**src/rtl/ram_fifo_ctrl_pkg.sv**
```systemverilog
// Shared defaults and derived-width helpers for the RAM-backed FIFO controller.
package ram_fifo_ctrl_pkg;

    localparam int unsigned DATA_W_DEF   = 8;
    localparam int unsigned ADDR_W_DEF   = 4;
    localparam int unsigned AF_LEVEL_DEF = 12;

    // Pointers carry one extra wrap bit; counts must reach DEPTH+2.
    function automatic int unsigned ptr_width(input int unsigned addr_w);
        return addr_w + 1;
    endfunction

    function automatic int unsigned cnt_width(input int unsigned addr_w);
        return addr_w + 2;
    endfunction

endpackage

```
**src/rtl/fifo_out_skid.sv**
```systemverilog
// Two-entry in-order output buffer; entry 0 is the stream head.
module fifo_out_skid
    import ram_fifo_ctrl_pkg::*;
#(
    parameter int unsigned DATA_W = DATA_W_DEF
) (
    input  logic              clk,
    input  logic              rst_n,
    input  logic              fill,
    input  logic [DATA_W-1:0] fill_data,
    input  logic              pop,
    output logic [1:0]        skid_cnt,
    output logic              head_valid,
    output logic [DATA_W-1:0] head_data
);

    logic              v1;
    logic [DATA_W-1:0] e1;

    always_ff @(posedge clk or negedge rst_n) begin
        if (!rst_n) begin
            head_valid <= 1'b0;
            head_data  <= '0;
            v1         <= 1'b0;
            e1         <= '0;
        end else if (pop) begin
            // Popping shifts entry 1 forward; a fill lands behind whatever remains.
            if (v1) begin
                head_data <= e1;
                if (fill) e1 <= fill_data;
                v1 <= fill;
            end else begin
                if (fill) head_data <= fill_data;
                head_valid <= fill;
                v1         <= 1'b0;
            end
        end else if (fill) begin
            if (!head_valid) begin
                head_data  <= fill_data;
                head_valid <= 1'b1;
            end else begin
                e1 <= fill_data;
                v1 <= 1'b1;
            end
        end
    end

    always_comb begin
        skid_cnt = {1'b0, head_valid} + {1'b0, v1};
    end

endmodule

```
**src/rtl/ram_fifo_ctrl.sv**
```systemverilog
// FIFO controller around a dual-port sync RAM with a 2-entry output skid.
// Optional FIFO_ALMOST_EN adds a registered almost_full output.
module ram_fifo_ctrl
    import ram_fifo_ctrl_pkg::*;
#(
    parameter int unsigned DATA_W   = DATA_W_DEF,
    parameter int unsigned ADDR_W   = ADDR_W_DEF,
    parameter int unsigned AF_LEVEL = AF_LEVEL_DEF
) (
    input  logic                          clk,
    input  logic                          rst_n,
    input  logic                          s_valid,
    output logic                          s_ready,
    input  logic [DATA_W-1:0]             s_data,
    output logic                          m_valid,
    input  logic                          m_ready,
    output logic [DATA_W-1:0]             m_data,
    output logic [cnt_width(ADDR_W)-1:0]  count,
    output logic                          ram_we_a,
    output logic [ADDR_W-1:0]             ram_addr_a,
    output logic [DATA_W-1:0]             ram_din_a,
    output logic [ADDR_W-1:0]             ram_addr_b,
    input  logic [DATA_W-1:0]             ram_dout_b
`ifdef FIFO_ALMOST_EN
    ,
    output logic                          almost_full
`endif
);

    localparam int unsigned DEPTH = 2**ADDR_W;
    localparam int unsigned PTR_W = ptr_width(ADDR_W);
    localparam int unsigned CNT_W = cnt_width(ADDR_W);

    logic [PTR_W-1:0] wr_ptr, rd_ptr, occ;
    logic [CNT_W-1:0] occ_next;
    logic [1:0]       skid_cnt, skid_after_pop;
    logic             rd_pend, push, pop, rd_issue, s_ready_next;

    always_comb begin
        push           = s_valid & s_ready;
        pop            = m_valid & m_ready;
        occ            = wr_ptr - rd_ptr;
        skid_after_pop = skid_cnt - {1'b0, pop};
        // Issue only if the skid will still have room when this read returns.
        rd_issue       = (occ != '0) &&
                         (({1'b0, skid_after_pop} + {2'b00, rd_pend}) < 3'd2);
        occ_next       = CNT_W'(occ) + CNT_W'(push) - CNT_W'(rd_issue);
        s_ready_next   = occ_next < CNT_W'(DEPTH);
        count          = CNT_W'(occ) + CNT_W'(rd_pend) + CNT_W'(skid_cnt);
        ram_we_a       = push;
        ram_addr_a     = wr_ptr[ADDR_W-1:0];
        ram_din_a      = s_data;
        ram_addr_b     = rd_ptr[ADDR_W-1:0];
    end

    always_ff @(posedge clk or negedge rst_n) begin
        if (!rst_n) begin
            wr_ptr  <= '0;
            rd_ptr  <= '0;
            rd_pend <= 1'b0;
            s_ready <= 1'b0;
        end else begin
            wr_ptr  <= wr_ptr + PTR_W'(push);
            rd_ptr  <= rd_ptr + PTR_W'(rd_issue);
            rd_pend <= rd_issue;
            s_ready <= s_ready_next;
        end
    end

`ifdef FIFO_ALMOST_EN
    logic [CNT_W-1:0] count_next;

    always_comb begin
        count_next = count + CNT_W'(push) - CNT_W'(pop);
    end

    always_ff @(posedge clk or negedge rst_n) begin
        if (!rst_n) almost_full <= 1'b0;
        else        almost_full <= count_next >= CNT_W'(AF_LEVEL);
    end
`else
`endif

    fifo_out_skid #(
        .DATA_W (DATA_W)
    ) u_skid (
        .clk        (clk),
        .rst_n      (rst_n),
        .fill       (rd_pend),
        .fill_data  (ram_dout_b),
        .pop        (pop),
        .skid_cnt   (skid_cnt),
        .head_valid (m_valid),
        .head_data  (m_data)
    );

endmodule
```
**config.mk**
```make
export PLATFORM = sky130hd
export DESIGN_NAME = ram_fifo_ctrl
export DESIGN_NICKNAME = d
export VERILOG_FILES = /design/src/rtl/ram_fifo_ctrl_pkg.sv /design/src/rtl/fifo_out_skid.sv /design/src/rtl/ram_fifo_ctrl.sv
export SDC_FILE = /design/constraint.sdc
export NUM_CORES = 1
export LEC_CHECK = 0
export ABC_AREA = 0
export CORE_UTILIZATION = 48
export DETAILED_ROUTE_END_ITERATION = 16
export PLACE_DENSITY = 0.8
export SLEW_MARGIN = 10
export SYNTH_ARGS = -nofsm -noshare
export SYNTH_HDL_FRONTEND = slang
export SYNTH_HIERARCHICAL = 1
export SYNTH_SLANG_ARGS = --single-unit
```
**constraint.sdc**
```tcl
create_clock -name clk -period 3.58 [get_ports clk]
set_clock_uncertainty 0.05 [all_clocks]
set_input_delay 0.537 -clock clk [delete_from_list [all_inputs] [get_ports clk]]
set_output_delay 0.537 -clock clk [all_outputs]
set_load 0.01 [all_outputs]
```
After elaboration in Yosys (flattened, before gate mapping)
Index checks and enable logic that the tools add are counted.
{"block": "word_totals", "input_bits": 20, "elab_cells": 51, "output_inout_bits": 33, "reg_bits": 30}
{"block": "op_classes", "n_bitwise": 2, "reduce_logical": 9, "n_eq_ne": 4, "addsub": 10, "order_cmp": 2, "muxes": 16}
{"operator": "$mux W8", "count": 9}
{"operator": "$add A5 B1 Y6", "count": 2}
{"operator": "$add A5 B1 Y5", "count": 2}
{"operator": "$mux W1", "count": 7}
{"operator": "$add A6 B2 Y6", "count": 1}
{"operator": "$lt A6 B5 Y1 const B", "count": 1}
{"operator": "$ne A2 B2 Y1 const B", "count": 3}
{"operator": "$reduce_bool A2 Y1", "count": 3}
{"operator": "$sub A6 B1 Y6", "count": 1}
{"operator": "$reduce_bool A5 Y1", "count": 1}
{"operator": "$sub A5 B5 Y5", "count": 1}
{"operator": "$reduce_and A2 Y1", "count": 2}
{"operator": "$reduce_and A4 Y1", "count": 1}
{"operator": "$add A2 B1 Y3", "count": 1}
{"operator": "$lt A3 B2 Y1 const B", "count": 1}
{"operator": "$reduce_and A3 Y1", "count": 1}
{"operator": "$add A1 B1 Y2", "count": 1}
{"operator": "$and A1 B1 Y1", "count": 2}
{"operator": "$ne A2 B1 Y1 const B", "count": 1}
{"operator": "$sub A2 B1 Y2", "count": 1}
{"operator": "$logic_and A1 B1 Y1", "count": 1}

Longest topological paths before layout
Gate-level depths: netlist of run 1.
{"block": "depth", "ltp_word": 7, "depth_mapped": 17, "depth_no_buf": 17}

Cells and area by module
Netlist of run 1, hierarchy kept.
{"module": "ram_fifo_ctrl", "area_each_um2": 1068.5, "cells_per_inst": 108, "seq_area_each_um2": 300.3, "instances": 1}
{"module": "fifo_out_skid", "area_each_um2": 849.6, "cells_per_inst": 56, "seq_area_each_um2": 450.4, "instances": 1}

Worst setup path before layout of run 1
No wires, ideal clock.
{"block": "synth_timing", "path_type": "reg-to-reg", "startpoint": "register rd_ptr[1]", "endpoint": "register s_ready", "arrival_time_ns": 2.895, "required_time_ns": 3.435, "path_stages_with_launch": 17, "setup_ns": 0.095, "n_path_buf": 0, "synth_period_minus_slack_ns": 3.041, "path_slack_ns": 0.539, "path_cell_list": "dfrtp_1 inv_1 ha_1 a21o_1 a21oi_1 xnor2_1 inv_1 ha_1 and3_1 a21boi_2 ha_1 inv_1 ha_1 nand3b_1 a221oi_1 nand3_1 o31ai_1"}
{"block": "synth_via", "elab_chain_cells": 5, "elab_cells_between_ends": 6, "cone_classes": "3 x add/sub; 1 x order compare; 2 x reduce/logical"}
{"element": "from (decl)", "line_no": "ram_fifo_ctrl.sv:34", "source": "logic [PTR_W-1:0] wr_ptr, rd_ptr, occ;"}
{"element": "from (signal assigned)", "line_no": "ram_fifo_ctrl.sv:64", "source": "rd_ptr <= rd_ptr + PTR_W'(rd_issue);"}
{"element": "$sub A5 B5 Y5", "line_no": "ram_fifo_ctrl.sv:42", "source": "occ = wr_ptr - rd_ptr;"}
{"element": "$reduce_bool A5 Y1", "line_no": "ram_fifo_ctrl.sv:45", "source": "rd_issue = (occ != '0) &&"}
{"element": "$logic_and A1 B1 Y1", "line_no": "ram_fifo_ctrl.sv:45"}
{"element": "net rd_issue", "line_no": "ram_fifo_ctrl.sv:37", "source": "logic rd_pend, push, pop, rd_issue, s_ready_next;"}
{"element": "$sub A6 B1 Y6", "line_no": "ram_fifo_ctrl.sv:47", "source": "occ_next = CNT_W'(occ) + CNT_W'(push) - CNT_W'(rd_issue);"}
{"element": "$lt A6 B5 Y1", "line_no": "ram_fifo_ctrl.sv:48", "source": "s_ready_next = occ_next < CNT_W'(DEPTH);"}
{"element": "net s_ready_next", "line_no": "ram_fifo_ctrl.sv:37"}
{"element": "to (signal assigned)", "line_no": "ram_fifo_ctrl.sv:66", "source": "s_ready <= s_ready_next;"}
{"element": "to (decl)", "line_no": "ram_fifo_ctrl.sv:13", "source": "output logic s_ready,"}
The timed path passes the listed nets, and every way through them passes these cells.
A chain may end at the register's enable or synchronous reset.

Worst setup path in the final report of run 1
{"block": "layout_timing", "startpoint": "register rd_ptr[0]", "endpoint": "output port count[3]"}
{"block": "layout_via", "elab_chain_cells": 3}
{"element": "$sub A5 B5 Y5", "line_no": "ram_fifo_ctrl.sv:42"}
{"element": "$add A5 B1 Y6", "line_no": "ram_fifo_ctrl.sv:49", "source": "count = CNT_W'(occ) + CNT_W'(rd_pend) + CNT_W'(skid_cnt);"}
{"element": "$add A6 B2 Y6", "line_no": "ram_fifo_ctrl.sv:49"}
{"element": "to (decl)", "line_no": "ram_fifo_ctrl.sv:18", "source": "output logic [cnt_width(ADDR_W)-1:0] count,"}
Every way passes these cells.

==> results of run 1 <==
[worst max path at each step]
stage | startpoint | to | cells after the start
2_1_floorplan | rd_ptr[1]$_DFF_PN0_ | s_ready$_DFF_PN0_ | 16
3_3_place_gp | rd_ptr[0]$_DFF_PN0_ | count[3] | 8
3_5_place_dp | rd_ptr[0]$_DFF_PN0_ | count[3] | 8
4_1_cts | rd_ptr[0]$_DFF_PN0_ | count[3] | 8
5_1_grt | wr_ptr[0]$_DFF_PN0_ | count[3] | 9
6_report | rd_ptr[0]$_DFF_PN0_ | count[3] | 8
[routing by layer]
metal | vias up | track usage, % | share of wire, %
li1 | 583 | - | -
met4 | 0 | 4.08 | 0.76
met3 | 4 | 3.99 | 4.9
met5 | - | 0 | 0
met1 | 582 | 19.0 | 43
met2 | 37 | 30.9 | 52
[layout by cell type, fill, tap and decap left out, drive strengths merged, types with 3 or more instances in the layout]
master / n
clkbuf: 5
mux2: 24
clkdlybuf4s50: 36
dfrtp: 30
ha: 18
xor2: 6
a21oi: 5
nand2: 3
inv: 18
xnor2: 10
nor2: 4
and2: 3
o21ai: 4
nand3: 4
fa: 3
[sequential cells by signal, indices dropped and copies added (netlist names)]
signal / count
rd_pend: 1
u_skid/v1: 1
rd_ptr: 5
s_ready: 1
u_skid/head_data: 8
u_skid/e1: 8
wr_ptr: 5
u_skid/head_valid: 1
[logic make-up (layout without fill, tap and decap cells)]
group | after synthesis | count (layout)
xor gates and xnor gates | 16 | 16
muxes | 25 | 25
AOI/OAI and AO/OA | 15 | 15
DFF | 30 | 30
buffers and inverters | 35 | 63
and+or+nand+nor | 22 | 22
adders and majority gates | 21 | 21
[final cells by class]
class	instances	area, sq um
Clock buffer	5	68.8
Clock inverter	2	10.0
Fill cell	312	1440
Inverter	18	67.6
Multi-Input combinational cell	99	968
Sequential cell	30	751
Tap cell	48	60.1
Timing Repair Buffer	38	375
[worst max-delay path, stage by stage (launching register included)]
cell and delay, ns:
dfrtp_1 0.43, ha_1 0.23, fa_1 0.54, inv_1 0.10, ha_1 0.27, nor2b_1 0.13, o21ai_1 0.18, xnor2_1 0.15
clkdlybuf4s50_1 0.56
[stage by stage]
| step | hold WS [ns] | utilization, % | cells | area (sq um) |
|---|---|---|---|---|
| 4_1_cts | 0.448 | 61.5 | 240 | 2300 |
| 5_1_grt | 0.454 | 61.5 | 240 | 2300 |
| 3_5_place_dp | 0.439 | 59.4 | 233 | 2220 |
| 6_report | 0.447 | 61.5 | 240 | 2300 |
| 3_3_place_gp | 0.435 | 59.4 | 233 | 2220 |
| 2_1_floorplan | 0.191 | - | 164 | 1920 |
[timing repair]
item,4_1_cts,5_1_grt
resized for setup,0,1
endpoints found under the setup margin,0,1
hold buffers,0,0
buffers inserted,0,0
==> impl_metrics.env, run 1 <==
export IMPL_ys_warnings_count=6
export IMPL_finalCritPeriodShare_pct=96.4
export IMPL_synthCells=164
export IMPL_drive_gt1_share_pct=20.3
export IMPL_synth_edf_count=0
export IMPL_drt_initial_drc_count=19
export IMPL_dp_slack_ns=0.337
export IMPL_status="finished, final reports clean"
export IMPL_grt_pass1_vias=1253
export IMPL_fin_setup_tns_ns=0
export IMPL_synth_area_leaders="dfrtp_1 (39%), ha_1 (12%), mux2_2 (9.4%)"
export IMPL_io_pin_count=53
export IMPL_drc=0
export IMPL_grt_usage_pct=16.7
export IMPL_via_per_inst=5.03
export IMPL_final_nets=233
export IMPL_ant_nets=0
export IMPL_hpwl_mm=2.51
export IMPL_fin_ws_ns=0.127
export IMPL_coreArea_sq_um=3740
export IMPL_arrival_ns=2.87
export IMPL_cp_max_fo=5
export IMPL_async_flop_share_pct=100
export IMPL_max_freq_ghz=0.290
export IMPL_maxSlewViolCount=0
export IMPL_worst_ep_required_time_ns=2.99
export IMPL_htreeDepth=2
export IMPL_ys_seq_elements=30
export IMPL_diodes=0
export IMPL_worst_r2r_startpoint="rd_ptr[1]$_DFF_PN0_"
export IMPL_end_kind="output pin"
export IMPL_place_gp_congestion=0.838
export IMPL_holdPathStages=1
export IMPL_synthesis_area_sq_um=1920
export IMPL_cts_sinks=30
export IMPL_die_area_sq_um=4250
export IMPL_worstSetupStartpointType="register"
export IMPL_cts_buffers=5
export IMPL_area_delta_synth_final_pct=20.0
export IMPL_root_buffer="clkbuf_8"
export IMPL_rows=22
export IMPL_criticalPathCategory="reg -> out"
export IMPL_synth_top_family_by_area="multiplexers"
export IMPL_wl_per_cell_microns=13.7
export IMPL_ff2ff_path_depth=16
export IMPL_muxShareOfSynthArea_pct=16.2
export IMPL_clk_latency_ns=0.27
export IMPL_synth_flop_cell="dfrtp_1"
export IMPL_netlist_top_cells_count="dfrtp_1 (30), ha_1 (18), inv_1 (18)"
export IMPL_cts_max_path_buffers=2
export IMPL_rsz0062_at_grt="no"
export IMPL_wl_mm=3.29
export IMPL_yosysMostFrequentCell="dfrtp_1"
export IMPL_synth_seq_area_share_pct=39.1
export IMPL_ys_types=33
export IMPL_synth_simple_gate_area_share_pct=6.39
export IMPL_path_clk_slew_ns=0.06
export IMPL_grt_pass1_wl_mm=5.41
export IMPL_worst_pin_slew_ns=0.500
export IMPL_grt_overflow=0
export IMPL_finalHoldViolCount=0
export IMPL_setup_violations=0
export IMPL_synth_avg_cell_area_sq_um=11.7
export IMPL_synth_fp_nets=205
export IMPL_yosys_area_top_type="dfrtp_1"
export IMPL_synthXorXnorAreaFrac_pct=7.70
export IMPL_relSlewSlack_pct=66.6
export IMPL_synth_fa_ha_area_share_pct=14.9
export IMPL_antenna_found_initial=0
export IMPL_hp_class="reg -> reg"
export IMPL_rrSetupSlack_ns=0.32
export IMPL_netlist_area_leader_share_pct=39.1
export IMPL_die_w_microns=65.2
export IMPL_start_util_pct=51.2
export IMPL_grt_max_degree=31
export IMPL_num_vias=1206
export IMPL_drtPass1Iterations=4
export IMPL_period_needed_ns=3.45
export IMPL_r2r_end="s_ready$_DFF_PN0_"
export IMPL_synth_compound_area_share_pct=5.35
export IMPL_cap_violations=0
export IMPL_port_buffers=36
export IMPL_die_h_microns=65.2
export IMPL_cts_tree="built"
export IMPL_min_to="wr_ptr[4]$_DFF_PN0_"
export IMPL_hold_start="wr_ptr[4]$_DFF_PN0_"
Power of run 1 is not shown: default switching activity piles up to over one toggle a cycle in this logic, so the estimate is an artifact.
==> inputs of run 2 (changes only) <==
Settings changed: REMOVE_ABC_BUFFERS from default to 1.
==> run 2 against run 1 <==
Effect of this change:
- critical path depth decreased by 1
- clock-buffer cell count is 1 higher
- flip-flop and latch count unchanged
- cell area increased by 1.3%
- worst hold slack improved by 0.0039 ns
- non-clock buffer count unchanged
- critical endpoint is now count[4]
- largest cell class unchanged
- highest routed layer unchanged
==> impl_metrics.env, run 2 (same netlist as run 1, synthesis figures left out) <==
export IMPL_finalCritPeriodShare_pct=94.5
export IMPL_drive_gt1_share_pct=21.8
export IMPL_place_gp_congestion=0.835
export IMPL_maxSlewViolCount=0
export IMPL_die_h_microns=65.2
export IMPL_cap_violations=0
export IMPL_drtPass1Iterations=4
export IMPL_coreArea_sq_um=3740
export IMPL_wl_per_cell_microns=14.3
export IMPL_criticalPathCategory="reg -> out"
export IMPL_diodes=0
export IMPL_period_needed_ns=3.38
export IMPL_worst_ep_required_time_ns=2.99
export IMPL_status="finished, final reports clean"
export IMPL_area_delta_synth_final_pct=21.5
export IMPL_start_util_pct=51.2
export IMPL_critPathBufInv=2
export IMPL_rows=22
export IMPL_cts_hold_buf=0
export IMPL_placed_area_sq_um=2220
export IMPL_drt_initial_drc_count=81
export IMPL_via_per_inst=5.03
export IMPL_arrival_ns=2.80
export IMPL_end_kind="output pin"
export IMPL_crit_family="adder cells"
export IMPL_relSlewSlack_pct=67.5
export IMPL_cp_cell_sequence="ha_1 > fa_1 > inv_1 > fa_1 > nand2_1 > xor2_1 > clkdlybuf4s50_1"
export IMPL_cts_max_path_buffers=2
export IMPL_grt_pass1_wl_mm=6.01
export IMPL_num_vias=1212
export IMPL_rsz0062_at_grt="no"
export IMPL_worst_pin_slew_ns=0.487
export IMPL_cts_buffers=5
export IMPL_dp_slack_ns=0.293
export IMPL_io_pin_count=53
export IMPL_wl_mm=3.45
export IMPL_hp_class="reg -> reg"
export IMPL_finalHoldViolCount=0
export IMPL_slowest_stage="clkdlybuf4s50_1"
export IMPL_fin_setup_tns_ns=0
export IMPL_max_freq_ghz=0.295
export IMPL_layout_common_cells="clkdlybuf4s50_1 (35), dfrtp_1 (30), inv_1 (18), ha_1 (18), mux2_2 (16)"
export IMPL_setup_violations=0
export IMPL_port_buffers=36
export IMPL_reg_top3="u_skid/e1 (8), u_skid/head_data (8)"
export IMPL_grt_pass1_vias=1293
export IMPL_cts_tree="built"
export IMPL_grt_overflow=0
export IMPL_root_buffer="clkbuf_8"
export IMPL_final_nets=233
export IMPL_cts_sinks=30
export IMPL_grt_usage_pct=18.8
export IMPL_layout_commonest_cell="clkdlybuf4s50_1"
export IMPL_drc=0
export IMPL_worstSetupStartpointType="register"
export IMPL_cpPeakStageDelay_ns=0.55
export IMPL_grt_max_degree=31
export IMPL_fin_ws_ns=0.196
export IMPL_die_area_sq_um=4250
export IMPL_antenna_found_initial=0
export IMPL_cp_max_fo=5
export IMPL_hpwl_mm=2.58
export IMPL_htreeDepth=2
export IMPL_path_common_cell="fa_1"
export IMPL_die_w_microns=65.2
export IMPL_ant_nets=0
export IMPL_clk_latency_ns=0.28
export IMPL_path_clk_slew_ns=0.07
export IMPL_final_area_sq_um=2330
run 2: what timing repair did:
| item | CTS | global route |
|---|---|---|
| resized for setup | 1 | 3 |
| setup endpoints to repair | 1 | 1 |
| buffers inserted | 0 | 0 |
run 2: area by class of cell:
type / instances / area, sq um
Sequential cell: 30 / 751
Clock inverter: 2 / 12.5
Multi-Input combinational cell: 99 / 980
Clock buffer: 6 / 82.6
Timing Repair Buffer: 38 / 378
Inverter: 18 / 67.6
Fill cell: 301 / 1410
Tap cell: 48 / 60.1
run 2: worst reg2reg max path, stage by stage, from the launching register on:
cell and delay, ns:
dfrtp_1 0.44, inv_1 0.07, ha_1 0.27, a21o_1 0.16
a21oi_1 0.19, xnor2_1 0.19, inv_1 0.11, ha_1 0.20
and3_1 0.18, a21boi_2 0.22, ha_1 0.18, inv_1 0.04
ha_1 0.27, nand3b_1 0.07, a221oi_1 0.35, nand3_1 0.13
o31ai_1 0.08
run 2: metal layers:
metal	global-route usage [%]	part of all wire, %	vias to the layer above
met2	30.9	51	40
met4	7.61	0.84	0
li1	-	-	584
met1	22.8	43	586
met3	5.73	5.2	2
met5	0	0	-
run 2: through the flow:
stage	util, %	hold WS (ns)	cells
2_1_floorplan	-	0.191	147
5_1_grt	62.3	0.466	241
3_5_place_dp	59.4	0.437	233
4_1_cts	61.9	0.456	241
3_3_place_gp	59.4	0.433	233
6_report	62.3	0.451	241
run 2: path summary, 6_finish.rpt:
| check | to | slack, ns | from | depth (start not counted) |
|---|---|---|---|---|
| hold reg to reg | wr_ptr[4]$_DFF_PN0_ | 0.45 | wr_ptr[4]$_DFF_PN0_ | 1 |
| min in group asynchronous | wr_ptr[0]$_DFF_PN0_ | 0.59 | rst_n | 2 |
| hold / removal | wr_ptr[4]$_DFF_PN0_ | 0.45 | wr_ptr[4]$_DFF_PN0_ | 1 |
| max in group asynchronous | rd_ptr[4]$_DFF_PN0_ | 2.60 | rst_n | 2 |
| setup reg to reg | s_ready$_DFF_PN0_ | 0.29 | rd_ptr[1]$_DFF_PN0_ | 16 |
| setup / recovery | count[4] | 0.20 | rd_ptr[0]$_DFF_PN0_ | 7 |
Power of run 2 is left out for the same reason.
